`src/rtl/whack_round_controller.sv`:
```
// rtl/whack_round_controller.sv - whack-an-engineer round sequencer: mole timing, hit/miss judging, score and lives
module whack_round_controller #(
  parameter int UP_CYCLES  = 8,
  parameter int GAP_CYCLES = 4,
  parameter int LIVES      = 3,
  parameter int SCORE_W    = 8
) (
  input  logic               clock,
  input  logic               reset,
  input  logic               start,
  input  logic [3:0]         key_code,
  input  logic               key_valid,
  output logic [2:0]         mole_id,
  output logic               mole_up,
  output logic               hit,
  output logic               miss,
  output logic [SCORE_W-1:0] score,
  output logic [2:0]         lives,
  output logic               game_over
);

  localparam int TMAX = (UP_CYCLES > GAP_CYCLES) ? UP_CYCLES : GAP_CYCLES;
  localparam int TW   = (TMAX > 1) ? $clog2(TMAX) : 1;

  typedef enum logic [1:0] {
    S_IDLE = 2'd0,
    S_GAP  = 2'd1,
    S_UP   = 2'd2,
    S_OVER = 2'd3
  } state_t;

  state_t             state_q;
  logic [TW-1:0]      timer_q;
  logic [15:0]        lfsr_q;
  logic [15:0]        lfsr_d;
  logic               key_prev_q;
  logic [2:0]         mole_id_q;
  logic               mole_up_q;
  logic               hit_q;
  logic               miss_q;
  logic [SCORE_W-1:0] score_q;
  logic [SCORE_W-1:0] score_inc;
  logic [2:0]         lives_q;
  logic [2:0]         lives_dec;
  logic               game_over_q;
  logic               key_edge;
  logic [2:0]         hole;
  logic               up_timeout;
  logic               gap_done;

  // Next LFSR value, key rising edge, hole pick and saturating/decrementing helpers
  always_comb begin
    lfsr_d     = {lfsr_q[14:0], lfsr_q[15] ^ lfsr_q[13] ^ lfsr_q[12] ^ lfsr_q[10]};
    key_edge   = key_valid & ~key_prev_q;
    hole       = (lfsr_q[2:0] < 3'd5) ? (lfsr_q[2:0] + 3'd1) : (lfsr_q[2:0] - 3'd4);
    score_inc  = (score_q == {SCORE_W{1'b1}}) ? score_q : (score_q + {{(SCORE_W-1){1'b0}}, 1'b1});
    lives_dec  = lives_q - 3'd1;
    up_timeout = (timer_q == TW'(UP_CYCLES - 1));
    gap_done   = (timer_q == TW'(GAP_CYCLES - 1));
  end

  // Round state machine with all outputs registered
  always_ff @(posedge clock) begin
    if (reset) begin
      state_q     <= S_IDLE;
      timer_q     <= '0;
      lfsr_q      <= 16'hACE1;
      key_prev_q  <= 1'b0;
      mole_id_q   <= 3'd0;
      mole_up_q   <= 1'b0;
      hit_q       <= 1'b0;
      miss_q      <= 1'b0;
      score_q     <= '0;
      lives_q     <= 3'(LIVES);
      game_over_q <= 1'b0;
    end else begin
      lfsr_q     <= lfsr_d;
      key_prev_q <= key_valid;
      hit_q      <= 1'b0;
      miss_q     <= 1'b0;
      case (state_q)
        S_IDLE, S_OVER: begin
          // Key edges here are simply dropped
          if (start) begin
            score_q     <= '0;
            lives_q     <= 3'(LIVES);
            timer_q     <= '0;
            game_over_q <= 1'b0;
            state_q     <= S_GAP;
          end
        end
        S_GAP: begin
          if (gap_done) begin
            mole_id_q <= hole;
            mole_up_q <= 1'b1;
            timer_q   <= '0;
            state_q   <= S_UP;
          end else begin
            timer_q <= timer_q + TW'(1);
          end
        end
        S_UP: begin
          // A key edge takes priority over a timeout landing in the same cycle
          if (key_edge && (key_code == {1'b0, mole_id_q})) begin
            hit_q     <= 1'b1;
            score_q   <= score_inc;
            mole_id_q <= 3'd0;
            mole_up_q <= 1'b0;
            timer_q   <= '0;
            state_q   <= S_GAP;
          end else if (key_edge || up_timeout) begin
            miss_q    <= 1'b1;
            lives_q   <= lives_dec;
            mole_id_q <= 3'd0;
            mole_up_q <= 1'b0;
            timer_q   <= '0;
            if (lives_dec == 3'd0) begin
              game_over_q <= 1'b1;
              state_q     <= S_OVER;
            end else begin
              state_q <= S_GAP;
            end
          end else begin
            timer_q <= timer_q + TW'(1);
          end
        end
        default: state_q <= S_IDLE;
      endcase
    end
  end

  assign mole_id   = mole_id_q;
  assign mole_up   = mole_up_q;
  assign hit       = hit_q;
  assign miss      = miss_q;
  assign score     = score_q;
  assign lives     = lives_q;
  assign game_over = game_over_q;

endmodule

```
`config.mk`:
```
export PLATFORM = sky130hd
export DESIGN_NAME = whack_round_controller
export DESIGN_NICKNAME = d
export VERILOG_FILES = /design/src/rtl/whack_round_controller.sv
export SDC_FILE = /design/constraint.sdc
export NUM_CORES = 1
export LEC_CHECK = 0
export BUFFER_PORTS_ARGS = -buffer_cell sky130_fd_sc_hd__buf_4
export CAP_MARGIN = 20
export CORE_MARGIN = 4
export CORE_UTILIZATION = 50
export CTS_CLUSTER_SIZE = 14
export DETAILED_ROUTE_END_ITERATION = 10
export PLACE_DENSITY = 0.71
export RECOVER_POWER = 100
export SLEW_MARGIN = 20
export SYNTH_ARGS = -nofsm -noshare
export SYNTH_HDL_FRONTEND = slang
export SYNTH_SLANG_ARGS = --single-unit
```
`constraint.sdc`:
```
create_clock -name clock -period 3.98 [get_ports clock]
set_clock_uncertainty 0.1 [all_clocks]
set_input_delay 0.796 -clock clock [delete_from_list [all_inputs] [get_ports clock]]
set_output_delay 0.796 -clock clock [all_outputs]
set_load 0.005 [all_outputs]
```
==> results.tsv <==
metric	value	unit
Total GRT Usage	0.164	
DRC Markers	0	
clock tree sinks	40	
H-tree lvl count	2	
first-pass GRT wire length	6.57	mm
height of the chip	70.1	µm
Num CTS Buffers	5	
synthesis warning total	0	
GRT overflow	0	
Hold/Removal Path Class	reg -> reg	
number of enable-type register cells in the synthesized netlist	0	
total met3 wirelength after detailed routing	209	µm
synthesis-stage register bit count	40	
pin count of the biggest net entering global routing	36	
tightest slew margin relative to the limit	0.0774	
Root Buffer Master	sky130_fd_sc_hd__clkbuf_8	
Int Pwr	0.677	mW
wire per inst	13.2	µm
fraction of layout cells with a size suffix above 1	0.200	
I/O Pins	26	
max-cap violation count	0	
half-perimeter wire length after detailed placement	2.63	mm
count of antenna-violating nets left after detailed routing	0	
category of the most critical setup path	reg -> reg	
largest fanout on the critical path	19	
power density of the placed cells	456	nW/µm²
largest area contributor in the synthesized netlist	sky130_fd_sc_hd__dfxtp_1	
Seq/Total Area, Yosys	0.415	
RSZ-0062 raised after global routing	false	
top-count cell post-synth	sky130_fd_sc_hd__dfxtp_1	
Post-CTS Hold Fix Bufs	0	
drt total wl	3.66	mm
kind of launch point of the worst setup path	flop	
leakage dissipation	0.843	nW
most common flop cell mapped by yosys	sky130_fd_sc_hd__dfxtp_1	
top post-synthesis cells by area	sky130_fd_sc_hd__dfxtp_1 42%, sky130_fd_sc_hd__ha_1 7.1%, sky130_fd_sc_hd__nor2b_1 3.6%	
combinational power share	0.271	
cell types with the highest counts after synthesis	40 x sky130_fd_sc_hd__dfxtp_1, 14 x sky130_fd_sc_hd__nor2_1, 13 x sky130_fd_sc_hd__nand2_1, 11 x sky130_fd_sc_hd__ha_1, 11 x sky130_fd_sc_hd__nor2b_1	
portion of total power attributed to sequential cells	0.465	
Worst Path Arrival	2.77	ns
Std-Cell Core Area	3690	µm²
Post-Syn Area	1930	µm²
data required time of the worst path	4.08	ns
Yosys top cell area share	0.415	
design area	2180	µm²
Site Rows	22	
switching fraction of total power	0.320	
via density per instance	5.48	
worst vdd ir	0.000257	V
vias in the first global route	1416	
I/O Buffers	25	
Crit. End Element	flop	
slew at the pin closest to its max-slew limit	1.38	ns
final setup fails	0	
clock tree from TritonCTS	built	
largest buffer count on any clock path	2	
starting utilization of the core area	0.523	
maximum achievable frequency	0.374	GHz
PostCTS Resize Cnt	0	
final slew viol count	0	
CTS clk-pin slew, worst paths	0.08	ns
nets@finish	248	
clock share of power	0.264	
antenna diode count	0	
top layer used by detailed routing	met4	
mean post-synth cell area	9.36	µm²
final weighted congestion of routability-driven global placement	0.827	
DRT iter0 DRCs	139	
total number of vias	1524	
fraction of the cycle the final worst path needs	0.671	
routed metal-1 wire length	1.76	mm
postcts setup bufs	0	
post-synthesis net count	225	
post-layout min period	2.67	ns
async set-or-reset flop fraction in the synthesized netlist	0	
Post-Synthesis Cells	206	
number of unique standard cell types used by synthesis	48	
met2 wirelength from detailed routing	1.63	mm
Post-DP Area	2100	µm²
die span in x	70.1	µm
outcome	finished, final reports clean	
Switch Pwr	0.318	mW
first-pass iteration count of the detailed router	4	
Hold Vio Cnt, Final	0	
die outline area	4910	µm²
antenna violations before repair	0	
utilization after layout	0.591	
setup TNS after final layout	0	ns
clock insertion delay at the later pin of the skew report	0.29	ns
layout overhead on the synthesized area	13.0	%
## final cells by class
cell class / count / area, µm²
Multi-Input combinational cell: 146 / 1010
Tap cell: 48 / 60.1
Inverter: 11 / 41.3
Clock inverter: 3 / 18.8
Sequential cell: 40 / 801
Clock buffer: 5 / 68.8
Timing Repair Buffer: 25 / 184
Fill cell: 352 / 1510
## through the flow
stage	total power, mW	std cells	hold WS (ns)	setup slack, ns
floorplan	0.691	206	0.289	1.85
global placement	0.742	270	0.292	1.19
detailed placement	0.747	270	0.297	1.17
CTS	1.01	278	0.316	1.33
global route	1.06	278	0.331	1.08
finish	0.995	278	0.313	1.31
## state kept, by name, indices dropped and copies added, names as in the netlist, 2 cells and up
register / cells
lfsr_q: 16
timer_q: 3
lives: 3
state_q: 2
score: 8
mole_id: 3
## final timing paths
path	start	endpoint	slack, ns	cells past startpoint
max	state_q[0]	score[7]	1.31	6
min reg2reg	lfsr_q[9]	lfsr_q[10]	0.31	1
min	lfsr_q[9]	lfsr_q[10]	0.31	1
max reg2reg	state_q[0]	score[7]	1.31	6
## logic make-up after synthesis
logic type                 share of synthesized area
muxes                                         0.0370
AOI/OAI and AO/OA                              0.157
buffers and inverters                         0.0597
and+or+nand+nor                                0.228
adders and majority gates                     0.0714
xor gates and xnor gates                      0.0318
DFF                                            0.415
## power groups by stage
stage,clock network (mW),registers [mW],logic [mW]
after detailed placement,0,0.473,0.274
after CTS,0.270,0.464,0.276
after global placement,0,0.472,0.270
final,0.262,0.463,0.270
after floorplan,0,0.469,0.222
after global routing,0.287,0.470,0.304
## cell usage in the layout (no fill, tap or decap), drive strengths merged, types with 8 or more instances in the layout
| master | count |
|---|---|
| dfxtp | 40 |
| clkbuf | 25 |
| nor2 | 14 |
| a31oi | 8 |
| inv | 11 |
| nor2b | 11 |
| ha | 11 |
| a21oi | 9 |
| nand2 | 13 |
## metal layers
layer,GRT usage,up-vias
li1,-,779
met5,0,-
met4,0.0745,0
met1,0.230,705
met3,0.0360,5
met2,0.240,35
## worst max-delay path, cell delays in order, from the launching register on
cell	delay, ns
sky130_fd_sc_hd__dfxtp_1	0.34
sky130_fd_sc_hd__inv_1	0.07
sky130_fd_sc_hd__ha_1	0.57
sky130_fd_sc_hd__mux2i_1	0.44
sky130_fd_sc_hd__or3_2	0.50
sky130_fd_sc_hd__or4_1	0.39
sky130_fd_sc_hd__a31oi_1	0.17
No activity file was read; power rests on OpenSTA's default activity.
